--- src/rtl/csi_packet_sequencer.sv ---
// csi_packet_sequencer: CSI-2 byte framer that gathers headers, checks them through an external ECC block and forwards payload.
// Ports:
//   clk, reset        clock and synchronous active-high reset
//   byte_in/valid/sop received byte stream; sop marks header byte 0
//   ecc_ph            registered raw header to the combinational ecc_block
//   ecc_ph_corr/ecc_* corrected header and status back from ecc_block
//   hdr_valid + fields decoded header (vc, data type, word count, short flag)
//   payload_*         long-packet payload bytes with last marker
//   pkt_done/abort    packet completed / cut by a new sop
//   hdr_err           uncorrectable header, packet dropped
//   corr_count/err_count saturating header statistics
module csi_packet_sequencer #(
  parameter int CNT_W = 16
) (
  input  logic             clk,
  input  logic             reset,
  input  logic [7:0]       byte_in,
  input  logic             byte_valid,
  input  logic             sop,
  output logic [31:0]      ecc_ph,
  input  logic [23:0]      ecc_ph_corr,
  input  logic             ecc_no_error,
  input  logic             ecc_corrected,
  input  logic             ecc_error,
  output logic             hdr_valid,
  output logic [1:0]       virtual_channel,
  output logic [5:0]       data_type,
  output logic [15:0]      word_count,
  output logic             is_short,
  output logic [7:0]       payload_data,
  output logic             payload_valid,
  output logic             payload_last,
  output logic             pkt_done,
  output logic             pkt_abort,
  output logic             hdr_err,
  output logic [CNT_W-1:0] corr_count,
  output logic [CNT_W-1:0] err_count
);
  localparam logic [2:0] IDLE = 3'd0, HEADER = 3'd1, CHECK = 3'd2, PAYLOAD = 3'd3, CRC = 3'd4, DROP = 3'd5;
  logic [2:0]  state;
  logic [1:0]  hdr_idx;
  logic [23:0] hdr_buf;
  logic [15:0] remaining;
  logic [15:0] corr_wc;
  logic        crc_cnt, start, corr_short, check_last, unused_ok;
  assign start      = byte_valid & sop;
  assign corr_wc    = ecc_ph_corr[23:8];
  assign corr_short = ecc_ph_corr[5:4] == 2'b00;
  assign check_last = byte_valid & (corr_wc == 16'd1);
  // Clean vs. corrected is fully described by ecc_error/ecc_corrected.
  assign unused_ok  = ecc_no_error;
  always_ff @(posedge clk) begin
    if (reset) begin
      state           <= IDLE;
      hdr_idx         <= '0;
      hdr_buf         <= '0;
      remaining       <= '0;
      crc_cnt         <= 1'b0;
      ecc_ph          <= '0;
      hdr_valid       <= 1'b0;
      virtual_channel <= '0;
      data_type       <= '0;
      word_count      <= '0;
      is_short        <= 1'b0;
      payload_data    <= '0;
      payload_valid   <= 1'b0;
      payload_last    <= 1'b0;
      pkt_done        <= 1'b0;
      pkt_abort       <= 1'b0;
      hdr_err         <= 1'b0;
      corr_count      <= '0;
      err_count       <= '0;
    end else begin
      hdr_valid     <= 1'b0;
      payload_valid <= 1'b0;
      payload_last  <= 1'b0;
      pkt_done      <= 1'b0;
      pkt_abort     <= 1'b0;
      hdr_err       <= 1'b0;
      // The header verdict is reported even if a new sop cuts the packet in CHECK.
      if (state == CHECK) begin
        if (ecc_error) begin
          hdr_err   <= 1'b1;
          err_count <= err_count + CNT_W'(~&err_count);
        end else begin
          hdr_valid       <= 1'b1;
          virtual_channel <= ecc_ph_corr[7:6];
          data_type       <= ecc_ph_corr[5:0];
          word_count      <= corr_wc;
          is_short        <= corr_short;
          pkt_done        <= corr_short & ~start;
          if (ecc_corrected) corr_count <= corr_count + CNT_W'(~&corr_count);
        end
      end
      if (start) begin
        state        <= HEADER;
        hdr_buf[7:0] <= byte_in;
        hdr_idx      <= 2'd1;
        pkt_abort    <= (state != IDLE) && (state != DROP);
      end else if (byte_valid || state == CHECK) begin
        case (state)
          HEADER: begin
            hdr_idx         <= hdr_idx + 2'd1;
            hdr_buf[15:8]   <= (hdr_idx == 2'd1) ? byte_in : hdr_buf[15:8];
            hdr_buf[23:16]  <= (hdr_idx == 2'd2) ? byte_in : hdr_buf[23:16];
            if (hdr_idx == 2'd3) begin
              ecc_ph <= {byte_in, hdr_buf};
              state  <= CHECK;
            end
          end
          // A byte arriving during CHECK is already payload byte 1 or CRC byte 1.
          CHECK: begin
            crc_cnt   <= byte_valid & (corr_wc == 16'd0);
            remaining <= corr_wc - 16'(byte_valid);
            if (ecc_error) state <= DROP;
            else if (corr_short) state <= IDLE;
            else if (corr_wc == 16'd0) state <= CRC;
            else begin
              if (byte_valid) payload_data <= byte_in;
              payload_valid <= byte_valid;
              payload_last  <= check_last;
              state         <= check_last ? CRC : PAYLOAD;
            end
          end
          PAYLOAD: begin
            payload_data  <= byte_in;
            payload_valid <= 1'b1;
            remaining     <= remaining - 16'd1;
            if (remaining == 16'd1) begin
              payload_last <= 1'b1;
              crc_cnt      <= 1'b0;
              state        <= CRC;
            end
          end
          CRC: begin
            crc_cnt <= 1'b1;
            if (crc_cnt) begin
              pkt_done <= 1'b1;
              state    <= IDLE;
            end
          end
          default: ;
        endcase
      end
    end
  end
endmodule

--- config.mk ---
export PLATFORM = sky130hd
export DESIGN_NAME = csi_packet_sequencer
export DESIGN_NICKNAME = d
export VERILOG_FILES = /design/src/rtl/csi_packet_sequencer.sv
export SDC_FILE = /design/constraint.sdc
export NUM_CORES = 1
export LEC_CHECK = 0
export ABC_AREA = 0
export CORE_MARGIN = 8
export CORE_UTILIZATION = 51
export DETAILED_ROUTE_END_ITERATION = 8
export PLACE_DENSITY = 0.79
export SYNTH_ARGS = -nofsm -noshare
export SYNTH_HDL_FRONTEND = slang
export SYNTH_SLANG_ARGS = --single-unit
--- constraint.sdc ---
create_clock -name clk -period 2.61 [get_ports clk]
set_input_delay 0.261 -clock clk [delete_from_list [all_inputs] [get_ports clk]]
set_output_delay 0.261 -clock clk [all_outputs]
set_load 0.05 [all_outputs]
## Word-level counts from Yosys, hierarchy flattened

Index checks and enable logic that the tools add are counted.

| cells by class | value |
|---|---|
| add/subtract/negate cells | 5 |
| equal/unequal tests | 20 |
| multiplexer cells | 38 |
| bitwise logic cells | 8 |
| reductions and logical operators | 32 |

Operator list:

| operator | count |
|---|---|
| adder 16 x 1 -> 16 bit | 2 |
| == test 16 x 1 -> 1 bit, second input constant | 2 |
| two-way mux 8 bit | 4 |
| one-hot mux 16 bit (2 select lines) | 1 |
| AND reduction 16 bit | 2 |
| two-way mux 1 bit | 21 |
| two-way mux 3 bit | 7 |
| logical NOT 16 bit | 1 |
| one-hot mux 8 bit (2 select lines) | 1 |
| AND reduction 4 bit | 4 |
| subtractor 16 x 1 -> 16 bit | 1 |
| subtractor 16 x 1 -> 16 bit, second input constant | 1 |
| != test 2 bit, second input constant | 7 |
| != test 3 bit, second input constant | 4 |
| one-hot mux 3 bit (4 select lines) | 1 |
| AND reduction 5 bit | 2 |
| AND reduction 2 bit | 4 |
| AND reduction 7 bit | 1 |
| == test 3 x 2 -> 1 bit, second input constant | 2 |
| AND reduction 3 bit | 2 |
| nonzero test 2 bit | 3 |
| nonzero test 3 bit | 2 |
| OR reduction 2 bit | 3 |
| nonzero test 5 bit | 1 |
| 15 further kinds | 24 |

| storage, ports and cells | value |
|---|---|
| bits in registers | 149 |
| logic and storage cells | 126 |

## Longest topological paths before layout

Gate-level depths: netlist (run 1).

| depth | value |
|---|---|
| word-level depth | 9 |
| gate-level depth with buffers | 10 |

## Least setup slack after synthesis (run 1)

OpenSTA, ideal clock, no wires.

| timing path | value |
|---|---|
| path kind | register -> register |
| start | register err_count[3] |
| end | register err_count[6] |
| data arrival time | 2543 ps |
| data required time | 2482 ps |
| slack | -61 ps |
| cell stages (with the launch flop) | 11 |
| path buffers | 0 |
| period minus slack after synthesis | 2671 ps |
| cell sequence | dfxtp_1 nand4_1 or2_2 or3_1 ha_1 ha_1 nand2_1 nor2_1 and4_1 xnor2_1 nor2_1 |

| on the way | value |
|---|---|
| cells in the longest elaborated chain, start to end | 3 |

Ends and longest elaborated chain:

| element | RTL line | source |
|---|---|---|
| start, declared | 37 | `output logic [CNT_W-1:0] err_count` |
| start signal, assigned | 84 | `err_count <= err_count + CNT_W'(~&err_count);` |
| AND reduction 16 bit | 84 |  |
| logical NOT 1 bit | 84 |  |
| adder 16 x 1 -> 16 bit (*) | 84 |  |

Every way passes the cells marked *; elsewhere a longest branch is shown, timed or not.
A chain may end at the register's enable or synchronous reset.

## Worst setup path in the final report (run 1)

| timing path | value |
|---|---|
| start | register remaining[0] |
| end | register remaining[10] |

| on the way | value |
|---|---|
| cells in the longest elaborated chain, start to end | 2 |

Ends and longest elaborated chain:

| element | RTL line | source |
|---|---|---|
| start, declared | 43 | `logic [15:0] remaining;` |
| start signal, assigned | 114 | `remaining <= corr_wc - 16'(byte_valid);` |
| start signal, assigned | 128 | `remaining <= remaining - 16'd1;` |
| subtractor 16 x 1 -> 16 bit | 128 |  |
| one-hot mux 16 bit (2 select lines) | 101 | `case (state)` |

Every way passes these cells.

==> run_results.csv, run 1 <==
group,metric,value,unit
place,portBuffers,140,
timing,maxSlewViolCount,0,
route,drc,0,
global_route,grt_pass1_vias,6011,
power_and_ir_drop,p_leak,3.10,nW
cts,cts_num_sinks,149,
finish,n_antenna_cell,0,
worst_setup_path,crit_required,2910,ps
synthesis,ys_seq_elements,149,
synthesis,synth_area,6600,um^2
power_and_ir_drop,p_per_area,574,nW/um^2
outcome,run_status,"finished clean",
worst_hold_path,min_path_type,"input port to flop",
worst_setup_path,end_kind,"flop",
timing,maxSlewHeadroom,47.9,%
die,core,12600,um^2
cts,cts_tree,"done",
finish,fin_util,70.5,%
route,ant_nets,0,
synthesis,synth-edff-count,0,
worst_setup_path,max_stage_delay,500,ps
synthesis,synth_top_flop_cell,"dfxtp_1",
finish,stdcell_area,8890,um^2
global_route,antenna_found_initial,0,
synthesis,netlist.top_cell.by_area,"dfxtp_1",
route,post_drt_wl_per_cell,16.0,um
timing,hold_viol_final,0,
cts,h-tree-depth,4,
route,totalWireLength,18400,um
timing,tightestPinTransition,782,ps
power_and_ir_drop,ir_drop,0.426,mV
global_route,grt.overflow.total,0,
place,dp_hpwl,12700,um
finish,layout_common_cells,"nand2_1 (183), dfxtp_1 (146), clkdlybuf4s50_1 (139)",
synthesis,async_flop_share,0,%
die,start_util,52.3,%
cts,cts_buffers,17,
synthesis,synth_cell_types,64,
finish,fin_nets,1021,
global_route,grt_pass1_wl,29800,um
worst_setup_path,crit_fanout,7,
cts,cts_root_buf,"clkbuf_16",
die,ioPinCount,142,
worst_setup_path,critPathBufInv,1,
finish,fillers,1037,
worst_setup_path,start_kind,"flop",
power_and_ir_drop,power.total,5.11,mW
cts,cts_buffer_depth,2,
global_route,grt_usage,22.0,%
place,dpl_cell_area,8280,um^2
timing,fin_crit_sh,92.9,%
timing,finalSetupViolCount,0,
synthesis,yosysWarnings,0,
timing,fin_tns_setup,0,ps
route,dr_total_vias,6284,
die,dieWidth,130,um
timing,finClkSkew,5.17,ps
timing,rsz0062_at_grt,"no",
synthesis,syn_inst,830,
flow_run,cap_violations,0,
route,vias_per_cell,5.44,
worst_setup_path,arrival,2730,ps
worst_setup_path,critical_path_class,"flop to flop",
worst_setup_path,crit_slowest_cell,"or3b_2",
die,rows,41,
worst_setup_path,crit_chain,"inv_1 -> ha_1 -> or3b_2 -> or4_4 -> or4_1 -> a21oi_1 -> o32ai_1",
synthesis,netlist.area_leader.share,45.2,%
cts,insertion_delay,420,ps
place,gp_congestion,0.846,
finish,final_common_cell,"nand2_1",
timing,period_minus_slack,2420,ps
worst_setup_path,critical-path-top-delay-family,"simple AND/OR/NAND/NOR gates",
finish,drive_gt1_share,9.15,%
synthesis,syn_nets,880,
die,die_area,16800,um^2
finish,area_delta_synth_final,34.9,%
cts,clk_pin_slew,60,ps
route,drt-initial-drc-count,414,
global_route,grt_max_degree,72,
synthesis,synth.avg_cell_area,7.95,um^2
route,dr.pass1.iters,5,
die,fp.dieH,130,um
synthesis,synth.area.top_cells,"dfxtp_1 (45%), nand2_1 (10%), a21oi_1 (8.2%)",
timing,fmax,0.412,GHz
synthesis,ys_seq_area_share,45.2,%
## path summary, 6_finish.rpt
kind	from	end	slack (ps)	cells after the start
setup / recovery	remaining[0]	remaining[10]	190	7
setup reg to reg	remaining[0]	remaining[10]	190	7
hold reg to reg	hdr_buf[17]	ecc_ph[17]	450	2
hold / removal	reset	remaining[0]	380	2
## power breakdown
| part | switching, mW | leakage (nW) | total (mW) | internal, mW |
|---|---|---|---|---|
| sequential | 0.0147 | 1.20 | 2.30 | 2.29 |
| combinational | 0.161 | 1.60 | 0.281 | 0.121 |
| clock | 1.00 | 0.294 | 2.52 | 1.52 |
| total | 1.18 | 3.10 | 5.11 | 3.93 |
## timing repair
| action | 4_1_cts | 5_1_grt |
|---|---|---|
| setup buffers | 0 | 0 |
| gates resized for setup | 0 | 4 |
| hold buffers | 0 | 0 |
| setup endpoints to repair | 0 | 4 |
## kinds of logic (layout without fill, tap and decap cells)
group,after synthesis,count (layout),synth area share [%]
xor gates and xnor gates,35,35,4.65
muxes,11,11,1.69
adders and majority gates,11,11,2.09
DFF,149,149,45.2
buffers and inverters,73,227,4.50
and+or+nand+nor,388,388,27.9
AOI/OAI and AO/OA,163,163,14.0
## Yosys cell counts, types with 3 or more instances
library cell  number
nand2_1          183
dfxtp_1          149
a21oi_1          108
nor2_1            63
clkbuf_1          50
nand3_1           34
nor3_1            22
xnor2_1           20
o21ai_0           18
inv_1             16
or3_1             15
xor2_1            15
ha_1              11
mux2i_1           10
nand4_1           10
nand2b_1           9
or4_1              9
nor4_1             8
a211oi_1           7
or2_2              4
a31oi_1            3
and2_1             3
and3_1             3
and4_1             3
nor3b_1            3
o22ai_1            3
o31ai_1            3
## registers in the layout, summed over array words and instances, names as in the netlist, 2 cells and up
register         cells
corr_count          16
data_type            6
payload_data         8
err_count           16
word_count          16
hdr_buf             24
virtual_channel      2
hdr_idx              2
ecc_ph              32
remaining           16
state                3
## routing by layer
| layer | vias to the layer above | wire, um | GRT usage (%) |
|---|---|---|---|
| met3 | 23 | 1300 | 6.61 |
| met2 | 181 | 8600 | 35.7 |
| li1 | 3122 | - | - |
| met1 | 2958 | 8300 | 27.5 |
| met4 | 0 | 241 | 7.10 |
| met5 | - | 0 | 0 |
## layout make-up
class	instances	area, um^2	area share, %
clock buffer	19	433	4.87
multi-input combinational	608	3340	37.5
clock inverter	13	171	1.93
tap	172	215	2.42
inverter	16	60.1	0.675
sequential	149	2990	33.6
timing repair buffer	179	1690	19.0
## through the flow
stage               hold slack [ps]  worst slack, ps  cells
CTS                             375              149   1156
global route                    386             2.32   1156
floorplan                       397             1.94    830
global placement                438             45.1   1124
finish                          384              185   1156
detailed placement              445             11.8   1124
No activity file was read; power rests on OpenSTA's default activity.
==> run 2, diff against run 1 <==
CORE_MARGIN = 10   (was 8)
PLACE_DENSITY = 0.85   (was 0.79)
==> run 2 against run 1 <==
Against the previous run:
- design area increased by 1.1%
- count of clock-buffer cells in the layout is the same
- sequential share of layout area shrank 0.37 points
- non-clock buffer count rose by 6
- clock power is 3% higher
- largest cell class unchanged
- largest power group unchanged
- highest routed layer unchanged
==> run_results.csv, run 2 (synthesis gave the netlist of run 1 again) <==
group,metric,value,unit
outcome,run_status,"finished clean",
global_route,grt_max_degree,59,
die,rows,41,
worst_setup_path,crit_required,2910,ps
finish,finalNonFillerCells,1163,
finish,reg_top3,"ecc_ph (32), hdr_buf (24)",
route,dr_total_vias,6431,
timing,maxSlewHeadroom,58.2,%
die,die_area,17900,um^2
finish,final_common_cell,"nand2_1",
finish,drive_gt1_share,9.70,%
cts,postCtsSetupRepairBufs,0,
power_and_ir_drop,p_per_area,578,nW/um^2
route,drt-initial-drc-count,629,
timing,finClkSkew,7.68,ps
global_route,grt_pass1_wl,31400,um
finish,layout_common_cells,"nand2_1 (183), dfxtp_1 (146), clkdlybuf4s50_1 (139)",
power_and_ir_drop,p_int,3.98,mW
cts,h-tree-depth,4,
die,core,12600,um^2
worst_hold_path,worstHoldStart,"reset",
timing,hold_viol_final,0,
cts,cts_buffer_depth,2,
timing,finalSetupViolCount,0,
die,fp.dieH,134,um
timing,maxSlewViolCount,0,
worst_setup_path,arrival,2800,ps
finish,largest_register_ffs,32,
route,dr.pass1.iters,6,
cts,cts_tree,"done",
route,drc,0,
die,dieWidth,134,um
place,gp_congestion,0.894,
worst_setup_path,crit_fanout,7,
power_and_ir_drop,ir_drop,0.445,mV
timing,period_minus_slack,2490,ps
place,portBuffers,140,
worst_setup_path,reg2reg_from,"remaining[0]",
global_route,grt_usage,21.3,%
die,start_util,52.3,%
worst_setup_path,critical_path_class,"flop to flop",
route,vias_per_cell,5.53,
global_route,grt_pass1_vias,6112,
power_and_ir_drop,p_leak,3.14,nW
finish,regMostFlops,"ecc_ph",
global_route,antenna_found_initial,1,
timing,tightestPinTransition,621,ps
power_and_ir_drop,p_comb_share,5.7,%
route,ant_nets,0,
worst_setup_path,start_kind,"flop",
timing,fin_crit_sh,95.5,%
cts,cts_num_sinks,149,
power_and_ir_drop,power.share.switching,23.4,%
power_and_ir_drop,clkPwrFrac,50.0,%
place,dp_hpwl,13400,um
cts,insertion_delay,420,ps
cts,cts_buffers,17,
global_route,grt.overflow.total,0,
route,totalWireLength,19300,um
die,ioPinCount,142,
cts,clk_pin_slew,60,ps
power_and_ir_drop,p_seq_share,44.3,%
finish,fin_util,71.3,%
power_and_ir_drop,switching_power,1.22,mW
finish,area_delta_synth_final,36.4,%
cts,cts_root_buf,"clkbuf_16",
timing,fmax,0.401,GHz
worst_setup_path,end_kind,"flop",
worst_hold_path,min_path_type,"input port to flop",
flow_run,cap_violations,0,
finish,fin_nets,1027,
route,post_drt_wl_per_cell,16.6,um
worst_setup_path,startpoint,"remaining[0]",
place,placed_cells,1130,
[run 2: per-stage QoR]
step / total power [mW] / hold WS, ps / setup WS (ps) / setup TNS, ps / area (um^2)
global placement: 2.64 / 438 / 29.9 / 0 / 8360
floorplan: 2.49 / 397 / 1.94 / 0 / 6600
global route: 5.37 / 281 / -21.9 / -29.7 / 8990
CTS: 5.23 / 257 / 166 / 0 / 8990
finish: 5.20 / 281 / 116 / 0 / 8990
detailed placement: 2.64 / 441 / -40.7 / -148 / 8360
[run 2: power groups by stage]
stage	sequential (mW)	combinational (mW)	clock, mW
3_5_place_dp	2.35	0.288	0
5_1_grt	2.30	0.319	2.74
3_3_place_gp	2.35	0.285	0
4_1_cts	2.30	0.291	2.64
6_report	2.30	0.295	2.60
2_1_floorplan	2.35	0.137	0
[run 2: routing by layer]
| metal | part of all wire [%] | vias up | GRT usage, % |
|---|---|---|---|
| li1 | - | 3146 | - |
| met1 | 42 | 3009 | 26.5 |
| met2 | 47 | 241 | 33.3 |
| met3 | 8.3 | 35 | 7.44 |
| met4 | 2.0 | 0 | 8.04 |
| met5 | 0 | - | 0 |
[run 2: path summary, 6_finish.rpt]
path         depth (start not counted)              end  slack, ps
max                                  7    remaining[10]        120
min                                  2  payload_data[4]        280
max reg2reg                          7    remaining[10]        120
min reg2reg                          2       ecc_ph[22]        450
[run 2: area by class of cell]
type / instances / area [um^2]
inverter: 16 / 60.1
tap: 172 / 215
multi-input combinational: 608 / 3330
timing repair buffer: 185 / 1770
sequential: 149 / 2990
clock buffer: 19 / 443
antenna: 1 / 2.50
fill: 960 / 3630
clock inverter: 13 / 183
[run 2: timing repair]
action,4_1_cts,5_1_grt
hold buffers,0,0
gates resized for setup,0,1
endpoints found under the hold margin,0,0
endpoints found under the setup margin,0,1
[run 2: critical path: stages (launching register included)]
cell and delay (ps):
dfxtp_1 370, inv_1 90, ha_1 190, or3b_2 490, or4_1 530, or4_1 460, a21oi_1 170, o32ai_1 80
==> run 3, diff against run 2 <==
CORE_UTILIZATION = 46   (was 51)
GPL_TIMING_DRIVEN = 0   (was default)
PLACE_DENSITY = 0.81   (was 0.85)
clock period = 2.2 ns   (was 2.61 ns; I/O delays follow)
==> run 3 against run 2 <==
Against the previous run:
- the run now ends with setup timing left
- final cell count increased by 3.4%
- maximum frequency increased by 11%
- register-to-register slack got worse by 170 ps
- clock skew increased by 3.5 ps
==> run_results.csv, run 3 (synthesis gave the netlist of run 1 again) <==
group,metric,value,unit
die,fp.dieH,140,um
route,post_drt_wl_per_cell,17.6,um
worst_setup_path,ff2ff_path_depth,7,
worst_hold_path,min_to,"word_count[4]",
die,die_area,19500,um^2
timing,fin_tns_setup,-65.7,ps
cts,cts_buffers,17,
power_and_ir_drop,ir_drop,0.640,mV
timing,finClkSkew,11.2,ps
finish,area_delta_synth_final,42.9,%
timing,hold_viol_final,0,
global_route,antenna_found_initial,1,
finish,finalNonFillerCells,1202,
worst_setup_path,crit_slowest_cell,"or4_4",
finish,regMostFlops,"ecc_ph",
power_and_ir_drop,p_leak,3.22,nW
timing,maxSlewHeadroom,50.1,%
timing,finalSetupViolCount,3,
cts,h-tree-depth,4,
global_route,grt_pass1_wl,32600,um
route,drt-initial-drc-count,535,
timing,setup_ws,-54.2,ps
timing,period_minus_slack,2250,ps
global_route,grt.overflow.total,0,
worst_setup_path,crit_chain,"inv_4 -> ha_4 -> or3b_4 -> or4_4 -> or4_4 -> a21oi_4 -> o32ai_2",
place,portBuffers,136,
route,ant_nets,0,
finish,stdcell_area,9430,um^2
worst_setup_path,start_kind,"flop",
worst_setup_path,crit_fanout,4,
outcome,violations,"setup timing",
finish,fin_nets,1058,
worst_setup_path,max_stage_delay,480,ps
cts,cts_tree,"done",
timing,fmax,0.444,GHz
worst_setup_path,regToRegEndpoint,"remaining[10]",
global_route,grt_usage,20.0,%
finish,layout_common_cells,"nand2_1 (182), clkdlybuf4s50_1 (133), dfxtp_1 (122)",
worst_setup_path,reg2reg_from,"remaining[1]",
power_and_ir_drop,power.total,6.01,mW
die,core,14000,um^2
finish,final_common_cell,"nand2_1",
finish,fillers,1092,
global_route,grt_pass1_vias,6434,
worst_setup_path,critical_path_class,"flop to flop",
worst_setup_path,reg2reg_slack,-50,ps
place,placed_cells,1146,
route,drc,0,
worst_setup_path,end_kind,"flop",
cts,clk_pin_slew,60,ps
finish,reg_top3,"ecc_ph (32), hdr_buf (24)",
timing,maxSlewViolCount,0,
worst_setup_path,crit_path_frequent_cell,"or4_4",
route,dr.pass1.iters,5,
cts,cts_root_buf,"clkbuf_16",
route,vias_per_cell,5.61,
worst_setup_path,critPathBufInv,1,
place,pre_cts_slack,-673,ps
place,dpl_cell_area,8270,um^2
flow_run,cap_violations,0,
finish,largest_register_ffs,32,
cts,cts_num_sinks,149,
timing,fin_crit_sh,102,%
worst_hold_path,min_path_cells,3,
power_and_ir_drop,p_per_area,638,nW/um^2
finish,drive_gt1_share,15.3,%
place,dp_hpwl,14200,um
worst_hold_path,min_path_type,"input port to flop",
worst_setup_path,arrival,2560,ps
cts,insertion_delay,430,ps
route,dr_total_vias,6741,
timing,rsz0062_at_grt,"yes",
route,totalWireLength,21100,um
die,rows,43,
outcome,run_status,"finished with violations",
die,dieWidth,140,um
die,ioPinCount,142,
worst_setup_path,crit_required,2500,ps
timing,tightestPinTransition,729,ps
worst_setup_path,critical-path-top-delay-family,"simple AND/OR/NAND/NOR gates",
die,start_util,47.1,%
place,gp_congestion,0.936,
global_route,grt_max_degree,17,
cts,cts_buffer_depth,2,
worst_hold_path,worstHoldStart,"ecc_ph_corr[12]",
worst_setup_path,cp.depth,7,
==> run 3: changes by cell type in the layout (fill, tap and decap cells not counted), moves of 8 or more <==
| cell | change |
|---|---|
| buf_4 | -18 |
| clkbuf_1 | +40 |
| clkbuf_2 | +8 |
| dfxtp_1 | -24 |
| dfxtp_4 | +17 |
==> run 3: worst min-delay path: cells and delay by family <==
family	cells	cell delay (ps)
and+or+nand+nor	1	50
AOI/OAI and AO/OA	1	60
buffers and inverters	1	110
==> run 3: how the worst max path moves through the flow <==
stage | startpoint | endpoint | slack (ps)
4_1_cts | remaining[1] | remaining[10] | -120
6_report | remaining[1] | remaining[10] | -50
5_1_grt | remaining[1] | remaining[10] | -90
3_5_place_dp | ecc_ph_corr[13] | payload_data[1] | -670
2_1_floorplan | corr_count[5] | corr_count[14] | -70
3_3_place_gp | ecc_ph_corr[13] | payload_data[7] | -620
==> run 3: metal layers <==
metal	GRT usage [%]	vias up	wire length (um)
li1	-	3209	-
met1	24.1	3178	8620
met2	31.1	316	9650
met3	8.88	38	2370
met4	6.74	0	472
met5	0	-	0
==> run 3: power by group <==
group          internal, mW  leakage (nW)  total, mW  switching [mW]
Clock                  1.78         0.296       2.94            1.16
Sequential             2.69          1.22       2.71          0.0175
Combinational         0.138          1.71      0.363           0.225
Total                  4.61          3.22       6.01            1.40
==> run 3: repair_timing <==
| item | in CTS | in global routing |
|---|---|---|
| buffers inserted | 19 | 9 |
| pin swaps | 16 | 21 |
| hold buffers | 0 | 0 |
| endpoints found under the setup margin | 107 | 103 |
| endpoints found under the hold margin | 0 | 0 |
| gates resized for setup | 46 | 50 |
==> run 3: layout make-up <==
type / instances / area [um^2] / area share, %
inverters: 16 / 65.1 / 0.690
diodes: 1 / 2.50 / 0.0265
clock buffers: 22 / 475 / 5.04
clock inverters: 10 / 118 / 1.25
multi-input cells: 608 / 3660 / 38.8
flip-flops and latches: 149 / 3060 / 32.5
repair buffers: 164 / 1590 / 16.9
plain buffers: 52 / 233 / 2.47
well taps: 180 / 225 / 2.39
==> run 3: metrics by stage <==
step | util (%) | hold WS, ps
after floorplan | - | 356
after global placement | 59.2 | 440
after detailed placement | 59.2 | 443
after CTS | 65.8 | 53.6
after global routing | 67.4 | 81.8
final | 67.4 | 72.7
